--- config.mk ---
export PLATFORM = sky130hd
export DESIGN_NAME = itch_msg_assembler_flat
export DESIGN_NICKNAME = d
export VERILOG_FILES = /design/src/rtl/itch_msg_assembler_if.sv /design/src/rtl/itch_msg_assembler.sv /design/src/flat_wrapper.sv
export SDC_FILE = /design/constraint.sdc
export NUM_CORES = 1
export LEC_CHECK = 0
export CAP_MARGIN = 20
export CORE_UTILIZATION = 50
export CTS_BUF_LIST = sky130_fd_sc_hd__clkbuf_4 sky130_fd_sc_hd__clkbuf_8
export DETAILED_ROUTE_END_ITERATION = 8
export PLACE_DENSITY_LB_ADDON = 0.25
export RECOVER_POWER = 25
export SYNTH_ARGS = -nofsm -noshare
export SYNTH_HDL_FRONTEND = slang
export SYNTH_SLANG_ARGS = --single-unit
export TNS_END_PERCENT = 1
--- constraint.sdc ---
create_clock -name clk -period 7.6 [get_ports clk]
set_input_delay 1.14 -clock clk [delete_from_list [all_inputs] [get_ports clk]]
set_output_delay 1.14 -clock clk [all_outputs]
set_load 0.02 [all_outputs]
--- src/rtl/itch_msg_assembler_if.sv ---
// itch_msg_assembler_if: MoldUDP64 beat input and assembled ITCH message output.
interface itch_msg_assembler_if #(
    parameter int AXI_DATA_W = 64,
    parameter int MSG_MAX_W  = 400,
    parameter int LEN_W      = 6
);
    localparam int AXI_KEEP_W = AXI_DATA_W / 8;
    logic                  mold_itch_msg_v;
    logic                  mold_itch_msg_start;
    logic [AXI_KEEP_W-1:0] mold_itch_msg_mask;
    logic [AXI_DATA_W-1:0] mold_itch_msg_data;
    logic                  itch_msg_v;
    logic [7:0]            itch_msg_type;
    logic [LEN_W-1:0]      itch_msg_len;
    logic [MSG_MAX_W-1:0]  itch_msg_data;
    logic                  itch_msg_err;
    modport slave (
        input  mold_itch_msg_v, mold_itch_msg_start, mold_itch_msg_mask, mold_itch_msg_data,
        output itch_msg_v, itch_msg_type, itch_msg_len, itch_msg_data, itch_msg_err
    );
    modport master (
        output mold_itch_msg_v, mold_itch_msg_start, mold_itch_msg_mask, mold_itch_msg_data,
        input  itch_msg_v, itch_msg_type, itch_msg_len, itch_msg_data, itch_msg_err
    );
endinterface

--- src/rtl/itch_msg_assembler.sv ---
// itch_msg_assembler: rebuilds whole ITCH 5.0 messages from mold beats into one wide word,
// flagging and dropping unknown or truncated messages.
module itch_msg_assembler #(
    parameter int AXI_DATA_W = 64,
    parameter int AXI_KEEP_W = AXI_DATA_W / 8,
    parameter int MSG_MAX_W  = 400,
    parameter int CNT_MAX    = 7,
    parameter int LEN_W      = 6
) (
    input logic clk,
    input logic nreset,
    itch_msg_assembler_if.slave bus
);
    localparam int BUF_W = CNT_MAX * AXI_DATA_W;
    localparam int PC_W  = $clog2(AXI_KEEP_W + 1);
    localparam int IDX_W = $clog2(CNT_MAX + 1);
    localparam int MSG_B = MSG_MAX_W / 8;

    typedef enum logic [1:0] {IDLE, ASM, DROP} state_t;

    state_t                r_state, w_state_nxt;
    logic [MSG_MAX_W-1:0]  r_buf, w_buf_nxt, w_msg;
    logic [LEN_W-1:0]      r_cnt, w_cnt_nxt, r_exp, w_exp_nxt, w_len_lu;
    logic [IDX_W-1:0]      r_idx, w_idx_nxt;
    logic [AXI_DATA_W-1:0] w_beat;
    logic [PC_W-1:0]       w_pc;
    logic                  w_done, w_err;
    logic                  r_v, r_err;
    logic [7:0]            r_type;
    logic [LEN_W-1:0]      r_len;
    logic [MSG_MAX_W-1:0]  r_data;

    function automatic logic [LEN_W-1:0] f_len(input logic [7:0] t);
        case (t)
            "S": f_len = LEN_W'(12);
            "R": f_len = LEN_W'(39);
            "H": f_len = LEN_W'(25);
            "Y": f_len = LEN_W'(20);
            "L": f_len = LEN_W'(26);
            "V": f_len = LEN_W'(35);
            "W": f_len = LEN_W'(12);
            "K": f_len = LEN_W'(28);
            "J": f_len = LEN_W'(35);
            "h": f_len = LEN_W'(21);
            "A": f_len = LEN_W'(36);
            "F": f_len = LEN_W'(40);
            "E": f_len = LEN_W'(31);
            "C": f_len = LEN_W'(36);
            "X": f_len = LEN_W'(23);
            "D": f_len = LEN_W'(19);
            "U": f_len = LEN_W'(35);
            "P": f_len = LEN_W'(44);
            "Q": f_len = LEN_W'(40);
            "B": f_len = LEN_W'(19);
            "I": f_len = LEN_W'(50);
            "N": f_len = LEN_W'(20);
            "O": f_len = LEN_W'(48);
            default: f_len = '0;
        endcase
    endfunction

    // Unmasked bytes are zeroed so junk never leaks into the message word.
    always_comb begin
        w_beat = '0;
        for (int j = 0; j < AXI_KEEP_W; j++)
            w_beat[8*j +: 8] = bus.mold_itch_msg_mask[j] ? bus.mold_itch_msg_data[8*j +: 8] : 8'h00;
    end

    assign w_pc     = PC_W'($countones(bus.mold_itch_msg_mask));
    assign w_len_lu = f_len(bus.mold_itch_msg_data[7:0]);

    always_comb begin
        w_state_nxt = r_state;
        w_buf_nxt   = r_buf;
        w_cnt_nxt   = r_cnt;
        w_idx_nxt   = r_idx;
        w_exp_nxt   = r_exp;
        w_done      = 1'b0;
        w_err       = 1'b0;
        if (bus.mold_itch_msg_v && bus.mold_itch_msg_start) begin
            w_buf_nxt   = MSG_MAX_W'(w_beat);
            w_cnt_nxt   = LEN_W'(w_pc);
            w_idx_nxt   = IDX_W'(1);
            w_exp_nxt   = w_len_lu;
            w_done      = (w_len_lu != '0) && (w_cnt_nxt >= w_len_lu);
            // Unknown type and truncation of an open message collapse into one pulse.
            w_err       = (w_len_lu == '0) || (r_state == ASM);
            w_state_nxt = (w_len_lu == '0) ? DROP : (w_done ? IDLE : ASM);
        end else if (bus.mold_itch_msg_v && r_state == ASM) begin
            w_buf_nxt   = r_buf | MSG_MAX_W'({{(BUF_W-AXI_DATA_W){1'b0}}, w_beat} << (AXI_DATA_W * r_idx));
            w_cnt_nxt   = r_cnt + LEN_W'(w_pc);
            w_idx_nxt   = r_idx + IDX_W'(1);
            w_done      = w_cnt_nxt >= r_exp;
            w_err       = !w_done && (r_idx == IDX_W'(CNT_MAX - 1));
            w_state_nxt = w_done ? IDLE : (w_err ? DROP : ASM);
        end
    end

    always_comb begin
        w_msg = '0;
        for (int k = 0; k < MSG_B; k++)
            w_msg[8*k +: 8] = (k < int'(w_exp_nxt)) ? w_buf_nxt[8*k +: 8] : 8'h00;
    end

    always_ff @(posedge clk) begin
        if (!nreset) begin
            r_state <= IDLE;
            r_buf   <= '0;
            r_cnt   <= '0;
            r_idx   <= '0;
            r_exp   <= '0;
            r_v     <= 1'b0;
            r_err   <= 1'b0;
            r_type  <= '0;
            r_len   <= '0;
            r_data  <= '0;
        end else begin
            r_state <= w_state_nxt;
            r_buf   <= w_buf_nxt;
            r_cnt   <= w_cnt_nxt;
            r_idx   <= w_idx_nxt;
            r_exp   <= w_exp_nxt;
            r_v     <= w_done;
            r_err   <= w_err;
            if (w_done) begin
                r_type <= w_buf_nxt[7:0];
                r_len  <= w_exp_nxt;
                r_data <= w_msg;
            end
        end
    end

    assign bus.itch_msg_v    = r_v;
    assign bus.itch_msg_err  = r_err;
    assign bus.itch_msg_type = r_type;
    assign bus.itch_msg_len  = r_len;
    assign bus.itch_msg_data = r_data;
endmodule

--- src/flat_wrapper.sv ---
// flat-port wrapper written by rule: the top's interface ports become plain ports
module itch_msg_assembler_flat 
#(
    parameter int AXI_DATA_W = 64,
    parameter int AXI_KEEP_W = AXI_DATA_W / 8,
    parameter int MSG_MAX_W  = 400,
    parameter int CNT_MAX    = 7,
    parameter int LEN_W      = 6
)
  (clk, nreset, bus_mold_itch_msg_v, bus_mold_itch_msg_start, bus_mold_itch_msg_mask, bus_mold_itch_msg_data, bus_itch_msg_v, bus_itch_msg_type, bus_itch_msg_len, bus_itch_msg_data, bus_itch_msg_err);
  itch_msg_assembler_if #(.AXI_DATA_W(AXI_DATA_W), .MSG_MAX_W(MSG_MAX_W), .LEN_W(LEN_W)) bus_i ();
  input logic clk;
  input logic nreset;
  input wire logic [$bits(bus_i.mold_itch_msg_v)-1:0] bus_mold_itch_msg_v;
  input wire logic [$bits(bus_i.mold_itch_msg_start)-1:0] bus_mold_itch_msg_start;
  input wire logic [$bits(bus_i.mold_itch_msg_mask)-1:0] bus_mold_itch_msg_mask;
  input wire logic [$bits(bus_i.mold_itch_msg_data)-1:0] bus_mold_itch_msg_data;
  output wire logic [$bits(bus_i.itch_msg_v)-1:0] bus_itch_msg_v;
  output wire logic [$bits(bus_i.itch_msg_type)-1:0] bus_itch_msg_type;
  output wire logic [$bits(bus_i.itch_msg_len)-1:0] bus_itch_msg_len;
  output wire logic [$bits(bus_i.itch_msg_data)-1:0] bus_itch_msg_data;
  output wire logic [$bits(bus_i.itch_msg_err)-1:0] bus_itch_msg_err;
  assign bus_i.mold_itch_msg_v = bus_mold_itch_msg_v;
  assign bus_i.mold_itch_msg_start = bus_mold_itch_msg_start;
  assign bus_i.mold_itch_msg_mask = bus_mold_itch_msg_mask;
  assign bus_i.mold_itch_msg_data = bus_mold_itch_msg_data;
  assign bus_itch_msg_v = bus_i.itch_msg_v;
  assign bus_itch_msg_type = bus_i.itch_msg_type;
  assign bus_itch_msg_len = bus_i.itch_msg_len;
  assign bus_itch_msg_data = bus_i.itch_msg_data;
  assign bus_itch_msg_err = bus_i.itch_msg_err;
  itch_msg_assembler #(.AXI_DATA_W(AXI_DATA_W), .AXI_KEEP_W(AXI_KEEP_W), .MSG_MAX_W(MSG_MAX_W), .CNT_MAX(CNT_MAX), .LEN_W(LEN_W)) u_core (.clk(clk), .nreset(nreset), .bus(bus_i));
endmodule
; ---- After elaboration in Yosys (flattened, before gate mapping)
; Index checks and enable logic that the tools add are counted.
[totals]
regBits = 833
inputBits = 76
out_inout_bits = 416
wordCells = 193
[op_classes]
n_addsub = 9
magnitude_cmp = 52
n_eq_ne = 25
n_shift = 1
mux = 76
bitwise = 2
n_reduce_logical = 16
[op_table]
columns = op, n
row1 = $mux 400, 2
row2 = $mux 8, 58
row3 = $or 400x400->400, 1
row4 = $shl 64x9->400, 1
row5 = $eq 8x7->1 const B, 23
row6 = $lt 6x6->1 const A, 18
row7 = $lt 5x6->1 const A, 16
row8 = $pmux 6 s16, 1
row9 = $lt 4x6->1 const A, 8
row10 = $lt 3x6->1 const A, 4
row11 = $add 4x4->4, 3
row12 = $lt 1x6->1 const A, 2
row13 = $lt 2x6->1 const A, 2
row14 = $reduce_or 2->1, 6
row15 = $mux 2, 5
row16 = $add 1x1->2, 4
row17 = $mux 4, 2
row18 = $mux 1, 7
row19 = $add 6x4->6, 1
row20 = $ge 4x6->1, 1
row21 = $ge 6x6->1, 1
row22 = $logic_not 6->1, 1
row23 = $mux 6, 1
row24 = $reduce_bool 6->1, 1
row25 = 9 further kinds, 12

; ---- Depth between registers and ports, before layout
; Gate-level depths: netlist (run 1).
[depth]
ltp_word = 11
mapped_depth = 24
mapped_depth_nobuf = 21

; ---- Least setup slack after synthesis (run 1)
; No wires, ideal clock.
[synth_path]
path_kind = input -> register
from = in bus_mold_itch_msg_mask[6]
to = reg u_core.r_len[4], in the netlist u_core.bus.itch_msg_len[4]
t_arrival_ns = 6.174
path_slack_ns = 1.356
path_stages = 24
path_buffers = 3
cell_sequence = ha_1 fa_1 inv_1 fa_1 inv_1 ha_1 inv_1 fa_1 inv_1 ha_1 a21oi_1 nand2_1 and2_1 o21ai_0 xnor2_1 ha_1 and2_1 o21ai_0 and2_1 clkbuf_1 buf_1 clkbuf_1 nand3_1 a21oi_1
[synth_via]
elab_chain_cells = 7
elab_cells_between_ends = 9
cone_classes = 4 x add/sub / 2 x order compare / 2 x mux / 1 x reduce/logical
[synth_lines]
columns = item, line
row1 = start: declaration, flat_wrapper.sv:16  ; input wire logic [$bits(bus_i.mold_itch_msg_mask)-1:0] bus_mold_itch_msg_mask;
row2 = $add 1x1->2 (implied by the code) (*), itch_msg_assembler.sv:69  ; assign w_pc = PC_W'($countones(bus.mold_itch_msg_mask));
row3 = $add 4x4->4 (implied by the code) (*) (2 in series), itch_msg_assembler.sv:69
row4 = $add 6x4->6, itch_msg_assembler.sv:91  ; w_cnt_nxt = r_cnt + LEN_W'(w_pc);
row5 = $ge 6x6->1, itch_msg_assembler.sv:93  ; w_done = w_cnt_nxt >= r_exp;
row6 = $mux 1, itch_msg_assembler.sv:89  ; end else if (bus.mold_itch_msg_v && r_state == ASM) begin
row7 = $mux 1 (*), itch_msg_assembler.sv:80  ; if (bus.mold_itch_msg_v && bus.mold_itch_msg_start) begin
row8 = end signal: assignment, itch_msg_assembler.sv:127  ; r_len <= w_exp_nxt;
row9 = end: declaration, itch_msg_assembler.sv:30  ; logic [LEN_W-1:0] r_len;
; Every way passes the cells marked *; elsewhere a longest branch is shown, timed or not.
; A chain may end at the register's enable or synchronous reset.

; ---- Worst setup path in the final report (run 1)
[layout_path]
from = in bus_mold_itch_msg_mask[6]
to = reg u_core.r_data[281], in the netlist u_core.bus.itch_msg_data[281]
[layout_via]
elab_chain_cells = 7
elab_cells_between_ends = 9
cone_classes = 4 x add/sub / 2 x order compare / 2 x mux / 1 x reduce/logical
[layout_lines]
columns = item, line
row1 = $add 1x1->2 (implied by the code) (*), itch_msg_assembler.sv:69
row2 = $add 4x4->4 (implied by the code) (*) (2 in series), itch_msg_assembler.sv:69
row3 = $add 6x4->6, itch_msg_assembler.sv:91
row4 = $ge 6x6->1, itch_msg_assembler.sv:93
row5 = $mux 1, itch_msg_assembler.sv:89
row6 = $mux 1 (*), itch_msg_assembler.sv:80
row7 = end signal: assignment, itch_msg_assembler.sv:128  ; r_data <= w_msg;
row8 = end: declaration, itch_msg_assembler.sv:31  ; logic [MSG_MAX_W-1:0] r_data;
; Marks and branches as above.

==> tab_implementation.tex, run 1 <==
\begin{tabular}{lr}
\hline
Metric & Value \\
\hline
\multicolumn{2}{l}{\textbf{Yosys}} \\
Post-synthesis share of cell area spent on xor and xnor gates & 0.00153 \\
Number of instances in the synthesized netlist & roughly 2800 \\
Post-synthesis mux area share & 0.000394 \\
Main combinational cell family by area after synthesis & compound AO/OA/AOI/OAI gates \\
Mean instance size in the synthesized netlist & 10.2 um\^{}2 \\
Mapped Nets & roughly 2900 \\
Post-Syn Area & approximately 0.029 mm\^{}2 \\
Number of different library cells in the post-synthesis netlist & 81 \\
Share of flip-flops with an asynchronous set or reset & 0 \\
Adder-cell share of the synthesized area & 0.0136 \\
Synth Flop Type & sky130\_fd\_sc\_hd\_\_dfxtp\_1 \\
Number of enable flip-flop cells after synthesis & 0 \\
Seq/Total Area, Yosys & 0.584 \\
Post-synthesis simple-gate area fraction & 0.108 \\
Compound-Gate Fraction of Synth Area & 0.246 \\
Yosys reg bits & 833 \\
Total number of yosys warnings & 0 \\
\multicolumn{2}{l}{\textbf{Status}} \\
Result of the run & complete, but fails checks \\
Failing checks & capacitance limit, slew limit \\
\multicolumn{2}{l}{\textbf{Timing}} \\
Total negative setup slack & 0 ns \\
Max-slew headroom & -0.423 \\
Endpoints failing hold & 0 \\
Total setup violations reported at the end of the flow & 0 \\
Final Cycle Share & 0.870 \\
Fin. max-slew vios & 33 \\
Unrepaired setup endpoints after global routing & false \\
Tmin final & about 6.6 ns \\
Achievable Freq & around 150 MHz \\
Post-Route Skew & 0.0286 ns \\
Transition at the pin with the smallest max-transition slack & around 2.1 ns \\
\multicolumn{2}{l}{\textbf{Flow run}} \\
Maximum Capacitance Violations & 1 \\
\multicolumn{2}{l}{\textbf{CTS}} \\
Clock transition at the registers of the reported paths & approximately 0.060 ns \\
TritonCTS Buffers & 131 \\
H-tree lvl count & 4 \\
Number of setup buffers added after CTS & 0 \\
Buffer levels on the longest clock path & 3 \\
CTS Hold Buffers Added & 0 \\
CTS sink count & approximately 830 \\
CTS Root Cell & sky130\_fd\_sc\_hd\_\_clkbuf\_8 \\
Later-pin clock latency in the skew report & $\sim$0.8 ns \\
Cts repair resizes & 0 \\
TritonCTS clock tree & done \\
\multicolumn{2}{l}{\textbf{Critical path}} \\
Highest cell delay on the worst timing path & around 0.67 ns \\
Critical path data required time & 8.30 ns \\
Path depth of the worst reg2reg path & 7 \\
Crit-path leading delay family & adder cells \\
Worst Path Max Fanout & 70 \\
Critical path type & input pin to flip-flop \\
Endpoint class of the critical path & flip-flop \\
Highest-delay cell along the critical path & sky130\_fd\_sc\_hd\_\_clkdlybuf4s50\_1 \\
Endpoint of the worst setup timing path & u\_core.bus.itch\_msg\_data[281] \\
Count of buffer and inverter cells on the critical path & 6 \\
Launching element type of the critical path & input pin \\
Start of the worst register-to-register path & u\_core.r\_state[0] \\
Cell depth of the worst setup path & 23 \\
Cell Chain, Critical Path & clkdlybuf4s50\_1, ha\_1, fa\_1, inv\_1, fa\_1, inv\_1, ha\_1, inv\_1, fa\_1, inv\_1, ha\_1, a21oi\_1, nand2\_1, and2\_1, o21ai\_0, xnor2\_1, ha\_1, and2\_1, o21ai\_0, and2\_2, a21oi\_4, buf\_4, a32o\_1 \\
Startpoint of the most critical setup path & bus\_mold\_itch\_msg\_mask[6] \\
Data arrival, critical path & about 7.3 ns \\
Flop2flop setup slack & about 4 ns \\
Endpoint of the worst-slack reg-to-reg timing path & u\_core.bus.itch\_msg\_data[9] \\
\multicolumn{2}{l}{\textbf{Route}} \\
Length of the first detailed-routing pass in iterations & 6 \\
Average wire length per cell after detail routing & between 20 and 25 um \\
Number of vias per cell after detailed routing & between 6 and 7 \\
Drt total wl & roughly 96000 um \\
\# DRC & 0 \\
Vias post-DR & between 20000 and 25000 \\
Number of DRC violations after detailed-routing iteration 0 & approximately 2200 \\
Residual antenna-violating net count after detailed routing & 0 \\
\multicolumn{2}{l}{\textbf{Finish}} \\
Layout Utilization & 0.650 \\
P\&R area growth vs syn & 28.2\% \\
Net count of the finished layout & $\sim$3300 \\
Fill cell count & 4499 \\
Layout cell share with drive strength beyond 1 & 0.101 \\
\multicolumn{2}{l}{\textbf{Die}} \\
Area of the core & between 0.05 and 0.06 mm\^{}2 \\
Effective utilization at floorplan & 0.507 \\
Vertical die dimension & approximately 240 um \\
\# rows & 87 \\
Die footprint & between 0.05 and 0.06 mm\^{}2 \\
Top-Level Pins & 492 \\
Horizontal extent of the die & 241 um \\
\multicolumn{2}{l}{\textbf{Global routing}} \\
Initial antenna violation count & 3 \\
Overall track demand over capacity in global routing & 0.321 \\
Pin count of the biggest net entering global routing & roughly 110 \\
Total congestion overflow & 0 \\
First-pass GRT wire length & 141000 um \\
Vias in the first global route & 23600 \\
\multicolumn{2}{l}{\textbf{Power}} \\
Cell area power density & approximately 250 mW/mm\^{}2 \\
Worst IR Drop VDD & approximately 0.00020 V \\
Leakage power total & approximately 14 nW \\
\multicolumn{2}{l}{\textbf{Hold path}} \\
Min-Delay Startpoint & u\_core.bus.itch\_msg\_data[248] \\
Classification of the worst-slack hold path & flip-flop to flip-flop \\
\multicolumn{2}{l}{\textbf{Placement}} \\
Detail Placement HPWL & 64900 um \\
Global placer's final weighted congestion & about 0.9 \\
Number of port buffers & between 400 and 500 \\
\hline
\end{tabular}
[layout make-up]
cell class,count,area (um^2),share of cell area
Timing Repair Buffer,536,5360,0.146
Sequential cell,833,16700,0.455
Inverter,36,136,0.00372
Tap cell,756,946,0.0258
Clock buffer,207,2610,0.0711
Clock inverter,26,262,0.00714
Multi-Input combinational cell,1650,10600,0.291
Antenna cell,1,2.50,0.0000683
[routing by layer]
layer,GRT usage,vias up,routed length [um]
met4,0.140,0,3400
li1,-,11000,-
met1,0.403,12000,38600
met5,0,-,0
met3,0.0868,174,8590
met2,0.516,1198,45500
[Yosys cell counts (all sizes together) (3+ instances only)]
library cell	number	area [um^2]
a21oi	372	1870
a22oi	65	513
nand2	76	285
a31oi	4	31.3
dfxtp	833	16700
fa	5	100
a211oi	6	50.1
o32ai	8	88.8
nor2b	8	52.6
nor3	44	225
nand2b	12	75.1
nand3	15	80.1
o2bb2ai	8	70.1
nor3b	5	42.5
o211ai	7	52.6
a22o	100	876
buf	99	512
a32o	281	2810
clkbuf	180	676
or2	4	25.0
a2bb2oi	17	218
a21o	5	37.5
o311ai	3	43.8
a221oi	5	62.6
o21ai	18	90.1
or3	4	25.0
inv	36	135
xnor2	3	26.3
ha	23	288
and3	4	25.0
and2	82	513
nand3b	3	22.5
a31o	4	35.0
nor2	422	1590
[sequential cells by signal (all words and copies together), names as in the netlist, 2 cells and up]
register and cells:
u_core.bus.itch_msg_data 400, u_core.bus.itch_msg_len 6, u_core.bus.itch_msg_type 8, u_core.r_buf 400, u_core.r_cnt 6, u_core.r_exp 6
u_core.r_idx 3, u_core.r_state 2
[power breakdown]
part | internal (W) | leakage [nW] | switching [W] | total [W]
registers | 0.00439 | 6.71 | 0.0000131 | 0.00440
clock network | 0.00232 | 1.52 | 0.00175 | 0.00406
logic | 0.000185 | 6.05 | 0.000437 | 0.000622
total | 0.00689 | 14.3 | 0.00220 | 0.00909
[through the flow]
step                      total power, W  hold WS [ns]  cell area, um^2  setup slack (ns)  cells
after CTS                        0.00911         0.457            36700              1.09   4044
after global routing             0.00937         0.471            36600             0.660   4045
after global placement           0.00510         0.435            33800             0.399   3811
final                            0.00909         0.455            36600             0.991   4045
after floorplan                  0.00488         0.424            28600              1.36   2798
after detailed placement         0.00511         0.449            33800             0.253   3811
[cells by family (layout without fill, tap and decap cells)]
family / Yosys count / count (layout)
multiplexers: 1 / 1
AND/OR/NAND/NOR: 694 / 694
adder cells (fa/ha/maj): 28 / 28
flip-flops: 833 / 833
AO/OA/AOI/OAI: 922 / 922
XOR/XNOR: 5 / 5
other: 0 / 1
buffers and inverters: 315 / 805
[worst reg2reg max path, stage by stage, from the launching register on]
cell	delay, ns
sky130_fd_sc_hd__dfxtp_1	0.35
sky130_fd_sc_hd__nor2b_1	0.19
sky130_fd_sc_hd__nand2_1	0.30
sky130_fd_sc_hd__o41ai_1	0.51
sky130_fd_sc_hd__clkbuf_1	1.58
sky130_fd_sc_hd__a22oi_1	0.25
sky130_fd_sc_hd__nor2_1	0.27
sky130_fd_sc_hd__a32o_1	0.20
[worst min-delay path by stage]
| stage | endpoint | slack, ns | cells after the start |
|---|---|---|---|
| floorplan | u_core.r_buf[248] | 0.42 | 2 |
| detailed placement | u_core.bus.itch_msg_data[248] | 0.45 | 2 |
| global route | u_core.bus.itch_msg_data[248] | 0.47 | 2 |
| finish | u_core.bus.itch_msg_data[248] | 0.45 | 2 |
| global placement | u_core.r_buf[249] | 0.43 | 2 |
| CTS | u_core.bus.itch_msg_data[248] | 0.46 | 2 |
[cells in the final DEF (no fill, tap or decap), types with 6 or more instances in the layout]
cell type                           n
sky130_fd_sc_hd__nor2b_1            7
sky130_fd_sc_hd__nor2_1           421
sky130_fd_sc_hd__dlygate4sd3_1    285
sky130_fd_sc_hd__buf_4             35
sky130_fd_sc_hd__o21ai_0           14
sky130_fd_sc_hd__dfxtp_1          833
sky130_fd_sc_hd__a21oi_1          369
sky130_fd_sc_hd__ha_1              23
sky130_fd_sc_hd__clkbuf_4          39
sky130_fd_sc_hd__inv_1             35
sky130_fd_sc_hd__o211ai_1           7
sky130_fd_sc_hd__buf_12             9
sky130_fd_sc_hd__clkbuf_8         168
sky130_fd_sc_hd__and2_0             7
sky130_fd_sc_hd__clkdlybuf4s50_1  206
sky130_fd_sc_hd__nand2_1           73
sky130_fd_sc_hd__a2bb2oi_1          6
sky130_fd_sc_hd__clkinv_2          15
sky130_fd_sc_hd__a32o_1           281
sky130_fd_sc_hd__o32ai_1            7
sky130_fd_sc_hd__nand2b_1          12
sky130_fd_sc_hd__and2_1            74
sky130_fd_sc_hd__o2bb2ai_1          8
sky130_fd_sc_hd__nor3_1            39
sky130_fd_sc_hd__a2bb2oi_2         11
sky130_fd_sc_hd__a22o_1           100
sky130_fd_sc_hd__a22oi_1           60
sky130_fd_sc_hd__nand3_1           14
Power figures use the tool's default switching activity.
==> run 2: changes to the inputs <==
--- a/config.mk
+++ b/config.mk
@@ -5,9 +5,10 @@
 export SDC_FILE = /design/constraint.sdc
 export NUM_CORES = 1
 export LEC_CHECK = 0
+export ABC_AREA = 1
 export CAP_MARGIN = 20
 export CORE_UTILIZATION = 50
-export CTS_BUF_LIST = sky130_fd_sc_hd__clkbuf_4 sky130_fd_sc_hd__clkbuf_8
+export CTS_CLUSTER_SIZE = 14
 export DETAILED_ROUTE_END_ITERATION = 8
 export PLACE_DENSITY_LB_ADDON = 0.25
 export RECOVER_POWER = 25
==> tab_implementation.tex, run 2 <==
\begin{tabular}{lr}
\hline
Metric & Value \\
\hline
\multicolumn{2}{l}{\textbf{CTS}} \\
TritonCTS Buffers & 83 (was 131) \\
Buffer levels on the longest clock path & 3 (unchanged) \\
CTS sink count & 833 (unchanged) \\
Number of setup buffers added after CTS & 0 (unchanged) \\
CTS Hold Buffers Added & 0 (unchanged) \\
Cts repair resizes & 0 (unchanged) \\
Clock transition at the registers of the reported paths & 0.06 ns (about the same) \\
CTS Root Cell & sky130\_fd\_sc\_hd\_\_clkbuf\_16 (was sky130\_fd\_sc\_hd\_\_clkbuf\_8) \\
H-tree lvl count & 3 (was 4) \\
Later-pin clock latency in the skew report & 0.63 ns (was 0.79 ns) \\
TritonCTS clock tree & done (unchanged) \\
\multicolumn{2}{l}{\textbf{Finish}} \\
Layout cell share with drive strength beyond 1 & 0.0494 (was 0.101) \\
Area of all sequential standard cells & 0.0167 mm\^{}2 (about the same) \\
Net count of the finished layout & 4515 (was 3292) \\
P\&R area growth vs syn & 25.7\% (was 28.2\%) \\
Most used cells in the layout excluding fill and tap cells & 1136 x sky130\_fd\_sc\_hd\_\_nand2\_1, 831 x sky130\_fd\_sc\_hd\_\_dfxtp\_1, 515 x sky130\_fd\_sc\_hd\_\_nor2\_1 (was 833 x sky130\_fd\_sc\_hd\_\_dfxtp\_1, 421 x sky130\_fd\_sc\_hd\_\_nor2\_1, 369 x sky130\_fd\_sc\_hd\_\_a21oi\_1) \\
Commonest non-fill, non-tap cell in the layout & sky130\_fd\_sc\_hd\_\_nand2\_1 (was sky130\_fd\_sc\_hd\_\_dfxtp\_1) \\
Fill cell count & 5476 (was 4499) \\
Area taken by multi-input logic gates & 0.0124 mm\^{}2 (was 0.0106 mm\^{}2) \\
\multicolumn{2}{l}{\textbf{Critical path}} \\
Critical path type & input pin to flip-flop (unchanged) \\
Data arrival, critical path & 7.37 ns (was 7.31 ns) \\
Most numerous cell on the critical path & sky130\_fd\_sc\_hd\_\_nand2\_1 \\
Highest cell delay on the worst timing path & 1.85 ns (was 0.67 ns) \\
Highest-delay cell along the critical path & sky130\_fd\_sc\_hd\_\_clkinvlp\_2 (was sky130\_fd\_sc\_hd\_\_clkdlybuf4s50\_1) \\
Endpoint class of the critical path & flip-flop (unchanged) \\
Critical path data required time & 8.16 ns (was 8.30 ns) \\
Worst Path Max Fanout & 67 (was 70) \\
Crit-path leading delay family & buffers and inverters (was adder cells) \\
Launching element type of the critical path & input pin (unchanged) \\
Count of buffer and inverter cells on the critical path & 3 (was 6) \\
Cell Chain, Critical Path & dlygate4sd3\_1, nand2\_1, clkinvlp\_2, nand4\_1, nand2\_1, nand2\_1, inv\_1, a21oi\_1, nand2\_1, nand2\_1 (was clkdlybuf4s50\_1, ha\_1, fa\_1, inv\_1, fa\_1, inv\_1, ha\_1, inv\_1, fa\_1, inv\_1, ha\_1, a21oi\_1, nand2\_1, and2\_1, o21ai\_0, xnor2\_1, ha\_1, and2\_1, o21ai\_0, and2\_2, a21oi\_4, buf\_4, a32o\_1) \\
\multicolumn{2}{l}{\textbf{Placement}} \\
Detail Placement HPWL & 74500 um (was 64900 um) \\
Number of port buffers & 491 (unchanged) \\
Pre-CTS setup slack & 0.439 ns (was 0.253 ns) \\
Global placer's final weighted congestion & 0.939 (was 0.903) \\
\multicolumn{2}{l}{\textbf{Global routing}} \\
First-pass GRT wire length & 163000 um (was 141000 um) \\
Vias in the first global route & 27000 (was 23600) \\
Pin count of the biggest net entering global routing & 167 (was 113) \\
Overall track demand over capacity in global routing & 0.334 (was 0.321) \\
Initial antenna violation count & 5 (was 3) \\
Total congestion overflow & 0 (unchanged) \\
\multicolumn{2}{l}{\textbf{Status}} \\
Failing checks & capacitance limit, slew limit (unchanged) \\
Result of the run & complete, but fails checks (unchanged) \\
\multicolumn{2}{l}{\textbf{Timing}} \\
Transition at the pin with the smallest max-transition slack & 2.48 ns (was 2.13 ns) \\
Final Cycle Share & 0.896 (was 0.870) \\
Unrepaired setup endpoints after global routing & false (unchanged) \\
Achievable Freq & 147 MHz (was 151 MHz) \\
Post-Route Skew & 0.0279 ns (was 0.0286 ns) \\
Total negative setup slack & 0 ns (unchanged) \\
Crit path setup slack, layout & 0.788 ns (was 0.991 ns) \\
Fin. max-slew vios & 68 (was 33) \\
Max-slew headroom & -0.665 (was -0.423) \\
Tmin final & 6.81 ns (was 6.61 ns) \\
Total setup violations reported at the end of the flow & 0 (unchanged) \\
Worst Hold Margin & 0.440 ns (was 0.455 ns) \\
Endpoints failing hold & 0 (unchanged) \\
\multicolumn{2}{l}{\textbf{Yosys}} \\
Fraction of post-synthesis cell area in the top cell type by area & 0.535 (was 0.584) \\
Largest area contributor in the synthesized netlist & sky130\_fd\_sc\_hd\_\_dfxtp\_1 (unchanged) \\
Number of enable flip-flop cells after synthesis & 0 (unchanged) \\
Synth top area cells & sky130\_fd\_sc\_hd\_\_dfxtp\_1 53\%, sky130\_fd\_sc\_hd\_\_nand2\_1 14\%, sky130\_fd\_sc\_hd\_\_nor2\_1 6.2\% (was sky130\_fd\_sc\_hd\_\_dfxtp\_1 58\%, sky130\_fd\_sc\_hd\_\_a32o\_1 9.8\%, sky130\_fd\_sc\_hd\_\_a21oi\_1 6.5\%) \\
Yosys reg bits & 833 (unchanged) \\
Mapped Nets & 4159 (was 2902) \\
Post-Syn Area & 0.0312 mm\^{}2 (was 0.0286 mm\^{}2) \\
Seq/Total Area, Yosys & 0.535 (was 0.584) \\
Number of instances in the synthesized netlist & 4055 (was 2798) \\
Share of flip-flops with an asynchronous set or reset & 0 (unchanged) \\
Synth Flop Type & sky130\_fd\_sc\_hd\_\_dfxtp\_1 (unchanged) \\
Cell with the most instances after synthesis & sky130\_fd\_sc\_hd\_\_nand2\_1 (was sky130\_fd\_sc\_hd\_\_dfxtp\_1) \\
Commonest cells post-synth & 1137 x sky130\_fd\_sc\_hd\_\_nand2\_1, 833 x sky130\_fd\_sc\_hd\_\_dfxtp\_1, 518 x sky130\_fd\_sc\_hd\_\_nor2\_1 (was 833 x sky130\_fd\_sc\_hd\_\_dfxtp\_1, 421 x sky130\_fd\_sc\_hd\_\_nor2\_1, 369 x sky130\_fd\_sc\_hd\_\_a21oi\_1) \\
Total number of yosys warnings & 0 (unchanged) \\
Mean instance size in the synthesized netlist & 7.69 um\^{}2 (was 10.2 um\^{}2) \\
Number of different library cells in the post-synthesis netlist & 40 (was 81) \\
\multicolumn{2}{l}{\textbf{Die}} \\
\# rows & 91 (was 87) \\
Vertical die dimension & 252 um (was 241 um) \\
Effective utilization at floorplan & 0.505 (was 0.507) \\
Area of the core & 0.0617 mm\^{}2 (was 0.0564 mm\^{}2) \\
Horizontal extent of the die & 252 um (was 241 um) \\
Top-Level Pins & 492 (unchanged) \\
Die footprint & 0.0634 mm\^{}2 (was 0.0581 mm\^{}2) \\
\multicolumn{2}{l}{\textbf{Route}} \\
Number of vias per cell after detailed routing & 5.51 (was 6.03) \\
Average wire length per cell after detail routing & 20.6 um (was 23.8 um) \\
\# DRC & 0 (unchanged) \\
Vias post-DR & 29300 (was 24400) \\
Number of DRC violations after detailed-routing iteration 0 & 2843 (was 2197) \\
Drt total wl & 109000 um (was 96100 um) \\
Residual antenna-violating net count after detailed routing & 0 (unchanged) \\
Length of the first detailed-routing pass in iterations & 6 (unchanged) \\
\multicolumn{2}{l}{\textbf{Power}} \\
Worst IR Drop VDD & 0.000159 V (was 0.000205 V) \\
Cell area power density & 242 mW/mm\^{}2 (was 248 mW/mm\^{}2) \\
Leakage power total & 16.3 nW (was 14.3 nW) \\
\multicolumn{2}{l}{\textbf{Hold path}} \\
Classification of the worst-slack hold path & flip-flop to flip-flop (unchanged) \\
\multicolumn{2}{l}{\textbf{Flow run}} \\
Maximum Capacitance Violations & 1 (unchanged) \\
\hline
\end{tabular}
-- run 2: changes by cell type in the layout (fill, tap and decap cells not counted), moves of 84 or more --
| cell | before | now |
|---|---|---|
| sky130_fd_sc_hd__nand2_1 | 73 | 1136 |
| sky130_fd_sc_hd__a31oi_1 | 2 | 112 |
| sky130_fd_sc_hd__clkbuf_8 | 168 | 23 |
| sky130_fd_sc_hd__o21ai_0 | 14 | 220 |
| sky130_fd_sc_hd__nand3_1 | 14 | 230 |
| sky130_fd_sc_hd__nor2_1 | 421 | 515 |
| sky130_fd_sc_hd__clkbuf_16 | 0 | 84 |
| sky130_fd_sc_hd__inv_1 | 35 | 223 |
| sky130_fd_sc_hd__a32o_1 | 281 | 0 |
| sky130_fd_sc_hd__a22o_1 | 100 | 0 |
| sky130_fd_sc_hd__a21oi_1 | 369 | 253 |
-- run 2: worst paths after layout --
kind | start | endpoint | slack, ns | cells past startpoint
setup / recovery | bus_mold_itch_msg_v | u_core.bus.itch_msg_data[5] | 0.79 | 10
hold / removal | u_core.bus.itch_msg_data[315] | u_core.bus.itch_msg_data[315] | 0.44 | 2
setup reg to reg | u_core.r_state[1] | u_core.bus.itch_msg_data[54] | 3.90 | 9
hold reg to reg | u_core.bus.itch_msg_data[315] | u_core.bus.itch_msg_data[315] | 0.44 | 2
-- run 2: tightest hold or removal path, cell delays in order (launching register included) --
cell,delay [ns]
sky130_fd_sc_hd__dfxtp_1,0.32
sky130_fd_sc_hd__nand2_1,0.05
sky130_fd_sc_hd__nand2_1,0.04
-- run 2: cell families after synthesis --
kind of cell | Yosys count | share of synthesized area
simple gates | 1950 | 0.249
compound gates | 742 | 0.135
xor+xnor | 4 | 0.00112
flops | 833 | 0.535
buf+inv | 498 | 0.0676
fa+ha+maj | 28 | 0.0124
-- run 2: final cells by class --
class                   instances  share of cell area
flip-flops and latches        833               0.425
multi-input cells            2724               0.317
repair buffers                533               0.137
clock buffers                 126              0.0635
well taps                     837              0.0267
inverters                     236              0.0230
clock inverters                20             0.00670
diodes                          4            0.000255
-- run 2: through the flow --
step	std cells	power [W]	util	cell area (um^2)
4_1_cts	5309	0.00950	0.635	39200
3_3_place_gp	5162	0.00541	0.590	36400
3_5_place_dp	5163	0.00542	0.591	36500
6_report	5313	0.00949	0.635	39200
2_1_floorplan	4055	0.00508	-	31200
5_1_grt	5312	0.00975	0.635	39200
-- run 2: power breakdown --
part           total, W  internal [W]  leakage, nW  switching [W]
registers       0.00444       0.00441         6.72      0.0000283
logic          0.000891      0.000226         8.21       0.000664
clock network   0.00416       0.00240         1.35        0.00175
total           0.00949       0.00704         16.3        0.00245
-- run 2: per-layer routing --
layer / vias up / wire, um / global-route usage
met3: 229 / 10100 / 0.0681
met1: 13700 / 44000 / 0.433
met4: 4 / 4850 / 0.159
met5: - / 24 / 0
met2: 1448 / 50500 / 0.535
li1: 13900 / - / -
